`src/rtl/scan_mux_seq.sv`:
```
// ---------------------------------------------------------------------------
// scan_mux_seq
//   Registered N:1 channel multiplexer with two operating modes:
//     MANUAL - the channel is chosen by sel.
//     SCAN   - round-robin over the enabled channels, DWELL cycles each.
//   Every output is registered, so there is one cycle of latency from the
//   inputs to out.
//
// Ports
//   clk        in   1          rising-edge clock
//   rst        in   1          synchronous active-high reset
//   in         in   NUM_CH*DW  flattened channel data, channel k = in[k*DW +: DW]
//   sel        in   SELW       MANUAL select, or start hint on SCAN entry
//   mode       in   1          0 = MANUAL, 1 = SCAN
//   ch_en      in   NUM_CH     per-channel enable mask
//   out        out  DW         selected data (registered)
//   out_ch     out  SELW       channel id that produced out
//   out_valid  out  1          out comes from an enabled, in-range channel
//   wrap       out  1          one-cycle pulse when the scan moves to a
//                              channel id <= the previous one
// ---------------------------------------------------------------------------
module scan_mux_seq #(
  parameter int NUM_CH = 16,
  parameter int DW     = 1,
  parameter int SELW   = 4,
  parameter int DWELL  = 4
) (
  input  logic                 clk,
  input  logic                 rst,
  input  logic [NUM_CH*DW-1:0] in,
  input  logic [SELW-1:0]      sel,
  input  logic                 mode,
  input  logic [NUM_CH-1:0]    ch_en,
  output logic [DW-1:0]        out,
  output logic [SELW-1:0]      out_ch,
  output logic                 out_valid,
  output logic                 wrap
);

  localparam int CW = (DWELL > 1) ? $clog2(DWELL) : 1;

  typedef enum logic {ST_MANUAL, ST_SCAN} state_t;

  state_t          state_q, state_d;
  logic [SELW-1:0] ptr_q, ptr_d;
  logic [CW-1:0]   dwell_q, dwell_d;
  // Set while SCAN has no enabled channel; the next non-empty mask re-enters.
  logic            hold_q, hold_d;
  logic [DW-1:0]   out_q, out_d;
  logic [SELW-1:0] out_ch_q, out_ch_d;
  logic            out_valid_q, out_valid_d;
  logic            wrap_q, wrap_d;

  // Unflattened channel data.
  logic [DW-1:0] ch_data [NUM_CH];

  genvar gi;
  generate
    for (gi = 0; gi < NUM_CH; gi++) begin : g_unpack
      assign ch_data[gi] = in[gi*DW +: DW];
    end
  endgenerate

  // -------------------------------------------------------------------------
  // Channel search: entry pointer, next pointer after ptr_q, enable at ptr_q.
  // Loops count downward so the last hit is the lowest matching index.
  // -------------------------------------------------------------------------
  logic [SELW-1:0] lowest_ptr;
  logic [SELW-1:0] entry_ptr;
  logic            entry_found;
  logic [SELW-1:0] next_ptr;
  logic            next_found;
  logic            ptr_en;

  always_comb begin
    lowest_ptr  = '0;
    entry_ptr   = '0;
    entry_found = 1'b0;
    next_ptr    = '0;
    next_found  = 1'b0;
    ptr_en      = 1'b0;
    for (int i = NUM_CH - 1; i >= 0; i--) begin
      if (ch_en[i]) begin
        lowest_ptr = SELW'(i);
        if (SELW'(i) >= sel) begin
          entry_ptr   = SELW'(i);
          entry_found = 1'b1;
        end
        if (SELW'(i) > ptr_q) begin
          next_ptr   = SELW'(i);
          next_found = 1'b1;
        end
      end
      if (SELW'(i) == ptr_q) begin
        ptr_en = ch_en[i];
      end
    end
    if (!entry_found) begin
      entry_ptr = lowest_ptr;
    end
    // Nothing above ptr_q: wrap round to the lowest enabled channel.
    if (!next_found) begin
      next_ptr = lowest_ptr;
    end
  end

  // -------------------------------------------------------------------------
  // Decide the scan pointer for this edge.
  // -------------------------------------------------------------------------
  logic any_en;
  logic entering;
  logic advance;
  logic [SELW-1:0] scan_ptr;

  always_comb begin
    any_en   = |ch_en;
    entering = (state_q == ST_MANUAL) || hold_q;
    advance  = 1'b0;
    scan_ptr = ptr_q;
    if (entering) begin
      scan_ptr = entry_ptr;
    end else if ((dwell_q == CW'(DWELL - 1)) || !ptr_en) begin
      // Dwell expired, or the current channel was disabled mid-dwell.
      advance  = 1'b1;
      scan_ptr = next_ptr;
    end
  end

  // -------------------------------------------------------------------------
  // Data / enable lookup at the channel that will be presented. An index
  // beyond NUM_CH matches nothing and therefore yields zero / disabled.
  // -------------------------------------------------------------------------
  logic [SELW-1:0] look_idx;
  logic [DW-1:0]   look_data;
  logic            look_en;

  always_comb begin
    look_idx  = mode ? scan_ptr : sel;
    look_data = '0;
    look_en   = 1'b0;
    for (int i = 0; i < NUM_CH; i++) begin
      if (SELW'(i) == look_idx) begin
        look_data = ch_data[i];
        look_en   = ch_en[i];
      end
    end
  end

  // -------------------------------------------------------------------------
  // Next-state logic.
  // -------------------------------------------------------------------------
  always_comb begin
    state_d     = mode ? ST_SCAN : ST_MANUAL;
    ptr_d       = ptr_q;
    dwell_d     = dwell_q;
    hold_d      = 1'b0;
    out_d       = '0;
    out_ch_d    = ptr_q;
    out_valid_d = 1'b0;
    wrap_d      = 1'b0;

    if (!mode) begin
      ptr_d    = '0;
      dwell_d  = '0;
      out_ch_d = sel;
      if (look_en) begin
        out_d       = look_data;
        out_valid_d = 1'b1;
      end
    end else if (!any_en) begin
      hold_d  = 1'b1;
      dwell_d = '0;
    end else begin
      ptr_d       = scan_ptr;
      out_ch_d    = scan_ptr;
      out_d       = look_data;
      out_valid_d = 1'b1;
      if (entering || advance) begin
        dwell_d = '0;
      end else begin
        dwell_d = dwell_q + CW'(1);
      end
      wrap_d = advance && (scan_ptr <= ptr_q);
    end
  end

  always_ff @(posedge clk) begin
    if (rst) begin
      state_q     <= ST_MANUAL;
      ptr_q       <= '0;
      dwell_q     <= '0;
      hold_q      <= 1'b0;
      out_q       <= '0;
      out_ch_q    <= '0;
      out_valid_q <= 1'b0;
      wrap_q      <= 1'b0;
    end else begin
      state_q     <= state_d;
      ptr_q       <= ptr_d;
      dwell_q     <= dwell_d;
      hold_q      <= hold_d;
      out_q       <= out_d;
      out_ch_q    <= out_ch_d;
      out_valid_q <= out_valid_d;
      wrap_q      <= wrap_d;
    end
  end

  assign out       = out_q;
  assign out_ch    = out_ch_q;
  assign out_valid = out_valid_q;
  assign wrap      = wrap_q;

endmodule
```
`config.mk`:
```
export PLATFORM = sky130hd
export DESIGN_NAME = scan_mux_seq
export DESIGN_NICKNAME = d
export VERILOG_FILES = /design/src/rtl/scan_mux_seq.sv
export SDC_FILE = /design/constraint.sdc
export NUM_CORES = 1
export LEC_CHECK = 0
export CORE_ASPECT_RATIO = 0.7
export CORE_MARGIN = 8
export CORE_UTILIZATION = 55
export DETAILED_ROUTE_END_ITERATION = 7
export HOLD_SLACK_MARGIN = 0.02
export PLACE_DENSITY = 0.81
export SLEW_MARGIN = 20
export SYNTH_ARGS = -nofsm -noshare
export SYNTH_HDL_FRONTEND = slang
export SYNTH_SLANG_ARGS = --single-unit
export TNS_END_PERCENT = 5
```
`constraint.sdc`:
```
create_clock -name clk -period 3.68 [get_ports clk]
set_input_delay 0.368 -clock clk [delete_from_list [all_inputs] [get_ports clk]]
set_output_delay 0.368 -clock clk [all_outputs]
set_load 0.01 [all_outputs]
```
# Word-level counts from Yosys, hierarchy flattened
# Cells that the tools add are included.
# word_totals
register_bits	15
word_cells	296
output_inout_bits	7
# op_classes
addsub	1
n_lt_le_gt_ge	33
n_mux	209
bitwise_logic	3
n_reduce_logical	11
eq_ne	31
# ops
op	count
4-bit two-way mux	87
1-bit two-way mux	122
4-bit == test, first input constant	16
3-bit by 4-bit == test with 1-bit output, first input constant	8
4-bit >= comparator, first input constant	8
4-bit greater-than comparator, first input constant	8
2-bit by 4-bit == test with 1-bit output, first input constant	4
3-bit by 4-bit >= comparator with 1-bit output, first input constant	4
3-bit by 4-bit greater-than comparator with 1-bit output, first input constant	4
16-bit OR reduction	1
1-bit by 4-bit == test with 1-bit output, first input constant	2
1-bit by 4-bit >= comparator with 1-bit output, first input constant	2
2-bit by 4-bit >= comparator with 1-bit output, first input constant	2
1-bit by 4-bit greater-than comparator with 1-bit output, first input constant	2
2-bit by 4-bit greater-than comparator with 1-bit output, first input constant	2
4-bit logical NOT	2
4-bit <= comparator	1
4-bit OR reduction	1
1-bit logical OR	3
1-bit NOT	3
3-bit OR reduction	1
2-bit by 1-bit adder with 2-bit output, second input constant	1
2-bit == test, second input constant	1
2-bit OR reduction	1
2 further kinds	2

# Depth between registers and ports, before layout
# Gate-level depths: netlist of run 1.
# logic_depth
depth_word	56
depth_mapped	17

# Worst setup path after synthesis of run 1
# OpenSTA, ideal clock, no wires.
# synth_timing
kind	input -> register
start	input port ch_en[0]
end	register out_q (netlist: out)
required_ns	3.556
stages	12
path_buffers	1
setup_ns	0.124
arrival_time_ns	3.050
path_slack_ns	0.506
cell_sequence	buf_2 or4_1 o211ai_1 a31o_2 a22oi_2 o41ai_4 nor2_1 and3_1 a32o_1 a2111oi_0 and3b_1 nor4_2
# synth_between
elab_chain_cells	25
elab_cells_between_ends	65
cone_classes	15 x eq/ne; 46 x mux; 4 x reduce/logical
# synth_rtl
element	line	source
start: declaration	33	input logic [NUM_CH-1:0] ch_en,
1-bit two-way mux	94	if (SELW'(i) == ptr_q) begin
1-bit logical NOT	122	end else if ((dwell_q == CW'(DWELL - 1)) || !ptr_en) begin
1-bit logical OR	122	
4-bit two-way mux	122	
4-bit two-way mux	120	if (entering) begin
4-bit two-way mux	138	look_idx = mode ? scan_ptr : sel;
4-bit logical NOT	142	if (SELW'(i) == look_idx) begin
1-bit two-way mux (16 in a row)	142	
1-bit two-way mux (on tied branches)	166, 170	
1-bit two-way mux *	162	if (!mode) begin
end signal: assignment	202	out_q <= out_d;
end: declaration	49	logic [DW-1:0] out_q, out_d;
# Mark *: on every way between the ends. The rest lies on a longest branch, timed or not.
# A chain may end at the register's enable or synchronous reset.

# Worst setup path in the final report of run 1
# layout_timing
start	input port ch_en[6]
end	register out_q (netlist: out)
# layout_between
elab_chain_cells	36
elab_cells_between_ends	125
cone_classes	15 x eq/ne; 106 x mux; 4 x reduce/logical
# layout_rtl
element	line	source
4-bit two-way mux or 1-bit two-way mux (tied branches)	83	if (ch_en[i]) begin
4-bit two-way mux or 1-bit two-way mux (tied branches)	89	if (SELW'(i) > ptr_q) begin
4-bit two-way mux or 1-bit two-way mux (tied branches)	83	
4-bit two-way mux or 1-bit two-way mux (tied branches)	89	
4-bit two-way mux or 1-bit two-way mux (tied branches)	83	
4-bit two-way mux or 1-bit two-way mux (tied branches)	89	
4-bit two-way mux or 1-bit two-way mux (tied branches)	83	
4-bit two-way mux or 1-bit two-way mux (tied branches)	89	
[5 not listed]	-	
4-bit two-way mux	102	if (!next_found) begin
4-bit two-way mux	122	
4-bit two-way mux	120	
4-bit two-way mux	138	
4-bit logical NOT	142	
1-bit two-way mux (16 in a row)	142	
1-bit two-way mux (on tied branches)	166, 170	
1-bit two-way mux *	162	
# Marks and branches as above.

==> results of run 1 <==
-- report_power, final --
part           switching, mW  internal (mW)
combinational          0.346          0.311
sequential            0.0156          0.175
clock                 0.0661         0.0752
total                  0.428          0.562
-- registers in the layout, summed over array words and instances (netlist names) --
name	count
out_ch	4
ptr_q	4
wrap	1
state_q	1
dwell_q	2
out_valid	1
out	1
hold_q	1
-- logic make-up (layout without fill, tap and decap cells) --
group / Yosys count / count (layout)
AOI/OAI and AO/OA: 159 / 159
and+or+nand+nor: 150 / 150
buffers and inverters: 51 / 179
DFF: 15 / 15
muxes: 6 / 6
adders and majority gates: 5 / 5
xor gates and xnor gates: 1 / 1
other: 0 / 1
-- cell usage after synthesis (3+ instances only) --
library cell / count / area share, %
nor2_1: 38 / 5.2
a21oi_1: 28 / 5.1
o21ai_0: 20 / 3.7
nand2b_1: 19 / 4.3
inv_1: 18 / 2.5
nand2_1: 17 / 2.3
dfxtp_1: 15 / 11
clkbuf_1: 14 / 1.9
o211ai_1: 12 / 3.3
and3_1: 11 / 2.5
nor2b_1: 9 / 2.1
nor3_1: 9 / 1.6
a211oi_1: 8 / 2.2
buf_4: 8 / 2.2
a21boi_0: 7 / 1.9
nand4_1: 7 / 1.6
buf_2: 6 / 1.1
nand3_1: 6 / 1.1
a2111oi_0: 5 / 1.6
a21o_1: 5 / 1.4
a221oi_1: 5 / 1.6
buf_6: 5 / 2.1
ha_1: 5 / 2.3
a31oi_1: 4 / 0.92
mux2i_1: 4 / 1.5
nor4_1: 4 / 0.92
o22ai_1: 4 / 0.92
or3_1: 4 / 0.92
a31o_2: 3 / 0.96
and4_1: 3 / 0.96
nor3b_1: 3 / 0.82
o2111ai_1: 3 / 0.96
o21bai_1: 3 / 0.82
o221ai_1: 3 / 0.96
o2bb2ai_1: 3 / 0.96
o31ai_1: 3 / 0.82
or2_2: 3 / 0.69
or4_1: 3 / 0.82
-- layout make-up --
cell class | instances | area [um^2] | share of cell area [%]
sequential | 15 | 304 | 7.32
multi-input combinational | 321 | 2330 | 56.2
clock inverter | 1 | 5.00 | 0.120
tap | 69 | 86.3 | 2.08
antenna | 1 | 2.50 | 0.0602
clock buffer | 3 | 41.3 | 0.994
inverter | 18 | 67.6 | 1.63
timing repair buffer | 157 | 1310 | 31.6
-- worst max-delay path by stage --
stage | startpoint | endpoint | slack [ns]
final | ch_en[6] | out$_SDFF_PP0_ | -0.03
after global routing | ch_en[6] | out$_SDFF_PP0_ | -0.21
after CTS | ptr_q[0]$_SDFF_PP0_ | out$_SDFF_PP0_ | 0.003
after detailed placement | sel[0] | out$_SDFF_PP0_ | -0.43
after global placement | sel[0] | out$_SDFF_PP0_ | -0.34
after floorplan | ch_en[0] | out$_SDFF_PP0_ | 0.51
-- metal layers --
| metal | vias to the layer above | wire (um) |
|---|---|---|
| met5 | - | 0 |
| met4 | 0 | 658 |
| met3 | 95 | 2100 |
| met2 | 468 | 5280 |
| met1 | 1867 | 4720 |
| li1 | 1763 | - |
-- what timing repair did --
item,in CTS,in global routing
endpoints found under the setup margin,2,3
resized for setup,5,44
pin swaps,0,14
buffers inserted,0,5
-- worst max-delay path, stage by stage --
cell and delay, ns:
clkdlybuf4s50_1 0.55, or4_1 0.62, a31oi_2 0.24, o211ai_1 0.12
a31o_2 0.27, a22oi_2 0.23, o41ai_4 0.14, buf_4 0.19
and2_4 0.18, a2111oi_4 0.36, a31oi_1 0.08, o21ai_0 0.08
and3b_1 0.21, nor4_2 0.24
==> reports/results.txt, run 1 <==
In the synthesized netlist, mux cells make up 2.43% of the area. For the worst setup path, the data required time is 3.85 ns. For the met2 track utilization from global routing, the log shows 45.2%. The primary flip-flop cell chosen by synthesis mapping is dfxtp_1.

After Yosys synthesis, full adders, half adders and majority gates account for 2.29% of the synthesized area. Synthesis inferred 15 register bits. For the worst-skew pair, the clock arrives at the later sink with an insertion delay of 0.25 ns. For this design the static power due to leakage is 1.76 nW. The overall via count from detail_route is 4193, and the die span in x is 100 um.

Sum of overflow across all layers after global routing: 0. The run gives 29.5% as the total track usage. The flow ran to the end, but the final reports show violations.

Initial DRC count: 540. The run gives 0.119 mV as the maximum vdd drop. Buffers inserted during clock tree synthesis total 3. After synthesis, the largest family of logic cells by area is compound AO/OA/AOI/OAI gates. Leaving out fill and tap cells, the most frequent cell in the layout is buf_4. The via count normalized by instance count came out at 7.17. The first detailed-routing pass took 6 iterations. The count of nets after finishing was 560; the worst-case setup slack after placement was -0.429 ns. The tools report the effective utilization at floorplan as 57.1%. After filler insertion, the fill cell instance count of the layout stands at 284. The tools report the number of sinks driven by the clock tree as 15. TritonCTS built the clock tree. Class of the tightest hold or removal check: reg2reg. Of all nets on the critical path, the largest fanout is 8. For this block, the routed nets add up to 12800 um of wire.

The number of max-slew violations in the final report is 0, and the per-cell routed wire length is 21.8 um. The startpoint identified for the worst register-to-register timing path is ptr_q[3]$_SDFF_PP0_. STA classifies the critical path startpoint as a primary input. Master cell of the clock root buffer: clkbuf_8. Summing the areas of all compound-gate instances in the mapped netlist gives 44.1% of the synthesized area.

Summed over all nets, the half-perimeter wirelength after detailed placement is 9060 um. The worst register-to-register path has a setup slack of -0.01 ns. The instance count along the most critical hold path is 1, and the largest net degree at the start of global routing is 18.

The fraction of synthesized cell area in xor and xnor cells was 0.321%; the total nets after synthesis was 431. For the global-route track usage on met3, the log shows 10.2%. For the level count of the clock H-tree, the log shows 1. Clock-pin slew was measured on the worst setup and hold paths at 0.07 ns. The endpoint identified for the worst register-to-register timing path is out_valid$_SDFF_PP0_.

The final clock skew was 0.00595 ns; the number of port buffers was 45. Endpoint class of the critical path: a flip-flop. DRC violations left: 0. The library cells used most frequently in the layout, excluding fill and tap cells, are buf_4 (112), nor2_1 (37), clkdlybuf4s50_1 (35). The area added between synthesis and finish is 52.0%, and the count of placed standard cells including taps is 575. The finished layout holds 585 standard cells, fillers aside.

The synthesized netlist devotes 30.1% of its cell area to simple gates. Placeable core area: 4780 um^2. In this run the cell area of the synthesized design comes to 2730 um^2. The tightest hold margin came out at 0.462 ns.

At the pin with the least slew margin, the transition time is 0.682 ns. The vertical die dimension works out to 75.0 um. The checks that failed: negative setup slack.

After floorplanning, the core was divided into 21 placement rows. The share of the Yosys chip area taken by registers is 11.0%. Once layout is complete, the utilization of the core stands at 86.9%. The post-layout worst setup margin was -0.0340 ns. Dividing the final minimum period by the clock period gives 101%. Weighted congestion at the end of routability-driven global placement: 1.04. The worst hold path startpoint was dwell_q[0]$_SDFF_PP0_. For this run, the top clock speed supported by timing is 269 MHz. The first-pass GRT wire length is 17900 um, and the synthesized area per cell is 7.06 um^2. For this design the ratio of total power to cell area is 238 nW/um^2.

In the global route stage, met1 resource usage came out at 38.0%. The final cell area excluding filler cells is 4150 um^2. The share of synthesized registers carrying an async set or reset was 0%. The setup path with the least slack is of type in2reg.

The worst pin sits at a relative slew slack of 54.4%. The maximum buffer depth of the clock tree is 2. The placed standard-cell area is 3870 um^2. For the accumulated negative setup slack, the log shows -0.0674 ns.

The tools report the worst-case hold path end point as dwell_q[0]$_SDFF_PP0_. In the final layout, the share of cells above drive strength 1 is 31.8%. The number of synthesized flops with an enable pin was 0; the total chip power was 990 uW. The number of antenna violations at the first check in global routing was 0. For the finished layout, the period the worst path requires is 3.71 ns. The number of synthesis warnings is 0, and the die footprint is 7520 um^2. For the number of global-route vias before repair, the log shows 3764.

For the count of hold buffers inserted by post-cts repair, the log shows 0. Max-cap violations in this run came to 0. 46 I/O pins were placed. Synthesis handed over a netlist of 387 instances. For the worst setup path, the data arrival time is 3.88 ns. Once detail routing completed, the nets flagged for antenna violations numbered 0. In this run the most used layer during global routing was met2. The number of cells on the worst reg-to-reg path is 14. The logs give 2 for the total of endpoints with negative setup slack in the final report and 0 for the number of hold violations in the final report. The netlist uses 85 different library cells.
Power figures use the tool's default switching activity.
==> run 2: changes to the inputs <==
- SLEW_MARGIN: 20 -> 25
==> results of run 2 <==
The final DEF is identical to that of run 1; final timing and power are the same.
==> run 3: changes to the inputs <==
- ABC_CLOCK_PERIOD_IN_PS: unset -> 3680
- HOLD_SLACK_MARGIN: 0.02 -> 0.15
- SETUP_SLACK_MARGIN: unset -> 0.02
==> run 3 against run 2 <==
Against the previous run: the flow still finishes with violations (negative setup slack); largest power group unchanged; die area unchanged; non-clock buffer count is the same; total power is 0.13% higher; register-to-register slack barely moved; worst hold slack worse by 0.0078 ns; sequential power is essentially flat; wire length grew 0.29%; utilization rose by 0.47 points.
==> reports/results.txt, run 3 (synthesized netlist as in run 1, its figures left out) <==
The tightest min-delay check is of the reg2reg type. For the number of hold violations in the final report, the log shows 0 (unchanged). For the final cell area excluding filler cells, the log shows 4180 um^2 (+0.54%). The tools report the destination of the worst register-to-register timing path as out_valid$_SDFF_PP0_. Worst hold path startpoint: dwell_q[0]$_SDFF_PP0_. Leaving out fill and tap cells, the most frequent cell in the layout is buf_4.

The number of sinks driven by the clock tree is 15 (unchanged). The placeable core area is 4780 um^2 (unchanged). The maximum fanout along the worst path is 8 (unchanged), and the number of port buffers is 45 (unchanged). The weighted congestion at the end of routability-driven global placement is 1.04 (unchanged), and the accumulated negative setup slack is -0.106 ns (-0.0388 ns). Final clock skew: 0.000639 ns (-0.00531 ns). The total I/O pin count is 46 (unchanged), and the placed standard-cell area is 3870 um^2 (unchanged).

The number of antenna violations at the first check in global routing came out at 0 (unchanged). The instance count along the most critical hold path is 1 (unchanged), and the total wire length after detailed routing is 12800 um (+0.29%). The number of violations of the max-capacitance limit is 0 (unchanged), and the relative max-transition margin is 54.9% (+0.52 points).

The sum of overflow across all layers after global routing was 0 (unchanged). The first-pass GRT wire length was 17900 um (+0.35%); the DRC violations left was 0 (unchanged). Compared with the post-synthesis result, the final layout area differs by 52.8%. The count of hold buffers inserted by post-cts repair came out at 0 (unchanged). Post-detailed-placement half-perimeter wirelength: 9060 um (unchanged).

The top cell types in the final layout, fill and taps aside, are buf_4 (111), nor2_1 (37), clkdlybuf4s50_1 (32). The vertical die dimension was 75.0 um (unchanged); the clock-pin slew on the worst setup and hold paths was 0.06 ns (about the same). Die span in x: 100 um (unchanged). The static leakage is 1.79 nW (+1.8%). The final design utilization was 87.3% (+0.47 points). The share of post-route cells with drive strength above 1 is 32.6% (+0.78 points), and the overall via count from detail_route is 4182 (-0.26%). STA classifies the critical path endpoint as a flip-flop. The critical path data required time is 3.83 ns (-0.02 ns).

The final clock period utilization by the worst path was 102% (+0.66 points). The number of max-slew violations in the final report is 0 (unchanged), and the via count normalized by instance count is 7.16 (about the same). The run gives 0 (unchanged) as the residual antenna-violating net count after detailed routing.

The die footprint is 7520 um^2 (unchanged), and the cell row count is 21 (unchanged). The antenna diode count is 0 (-1), and the tightest hold margin is 0.455 ns (-0.00775 ns). The tools report the critical path data arrival time as 3.88 ns (about the same).

The count of non-filler cells in the finished layout came out at 584 (-0.17%). The checks that failed: negative setup slack. The run gives 2 (unchanged) as the maximum buffer depth of the clock tree.

The logs give 575 (unchanged) for the count of placed standard cells including taps and 29.6% (+0.079 points) for the total track usage. The run gives 6 (unchanged) as the first-pass iteration count of the detailed router. The highest clock frequency the design can meet was 268 MHz (-0.65%).

The tools report the number of global-route vias before repair as 3772 (+0.21%). The master cell of the clock root buffer was clkbuf_8. The setup path with the least slack is of type in2reg. The clock latency of the later-clocked register in the worst-skew pair is 0.25 ns (about the same), and the effective utilization at floorplan is 57.1% (unchanged). The total of endpoints with negative setup slack in the final report was 2 (unchanged); the largest net degree at the start of global routing was 18 (unchanged).

Maximum vdd drop: 0.122 mV (+2.3%). The logs give 1 (unchanged) for the level count of the clock H-tree and -0.0581 ns (-0.0241 ns) for the post-layout worst setup margin. The number of cell instances on the worst register-to-register path is 16 (+2). The transition at the pin with the smallest max-transition slack was 0.674 ns (-0.00779 ns). The run gives 560 (unchanged) as the count of nets after finishing. The run finished, with violations left. The minimum period implied by the final worst setup slack came out at 3.74 ns (+0.0241 ns). The tools report the startpoint class of the critical path as a primary input.

The worst register-to-register path begins at ptr_q[1]$_SDFF_PP0_. The setup slack on the worst flop-to-flop path is -0.02 ns (about the same), and the worst-case setup slack after placement is -0.429 ns (unchanged). The tools report the TritonCTS buffer count as 3 (unchanged). The per-cell routed wire length works out to 21.9 um (+0.46%).

For hold timing, the worst endpoint is dwell_q[0]$_SDFF_PP0_. The run gives 991 uW (+0.13%) as the total chip power. TritonCTS built the clock tree.

Power per cell area: 237 nW/um^2 (-0.41%). The initial DRC count is 732 (+36%).
run 3: cell count changes in the layout (fill, tap and decap cells not counted), sizes merged:
cell	before	now
clkdlybuf4s50	35	32
dlymetal6s2s	9	12
diode	1	0
run 3: power by group:
| group | total, mW | internal (mW) | switching (mW) |
|---|---|---|---|
| registers | 0.191 | 0.175 | 0.0157 |
| clock network | 0.139 | 0.0751 | 0.0635 |
| logic | 0.661 | 0.312 | 0.349 |
run 3: worst max path at each step:
stage	start	end	slack, ns
detailed placement	sel[0]	out$_SDFF_PP0_	-0.43
finish	ch_en[0]	out_valid$_SDFF_PP0_	-0.06
global placement	sel[0]	out$_SDFF_PP0_	-0.34
global route	ch_en[10]	out_valid$_SDFF_PP0_	-0.1
CTS	sel[0]	out$_SDFF_PP0_	0.02
floorplan	ch_en[0]	out$_SDFF_PP0_	0.51
run 3: area by class of cell:
class | instances | area, um^2
clock buffer | 3 | 41.3
clock inverter | 1 | 5.00
fill | 281 | 606
inverter | 18 | 67.6
multi-input combinational | 321 | 2350
sequential | 15 | 305
tap | 69 | 86.3
timing repair buffer | 157 | 1320
run 3: repair_timing:
item | 4_1_cts | 5_1_grt
endpoints found under the setup margin | 2 | 3
buffers inserted | 0 | 5
resized for setup | 9 | 48
pin swaps | 0 | 13
run 3: critical path, cell delays in order:
cell and delay (ns):
clkdlybuf4s50_1 0.58, buf_4 0.20, mux2i_1 0.07, and3_1 0.20, o21ai_0 0.41, buf_4 0.20
a22oi_2 0.11, o41ai_4 0.45, buf_4 0.25, nand2_1 0.14, a2111oi_0 0.40, buf_4 0.21
nor3_1 0.05, a21oi_2 0.17, inv_1 0.06
run 3: layer usage:
layer	part of all wire, %	global-route usage (%)	up-vias
met4	5.2	9.33	0
met2	41	45.2	451
met5	0	0	-
li1	-	-	1754
met3	16	10.4	100
met1	38	38.0	1877
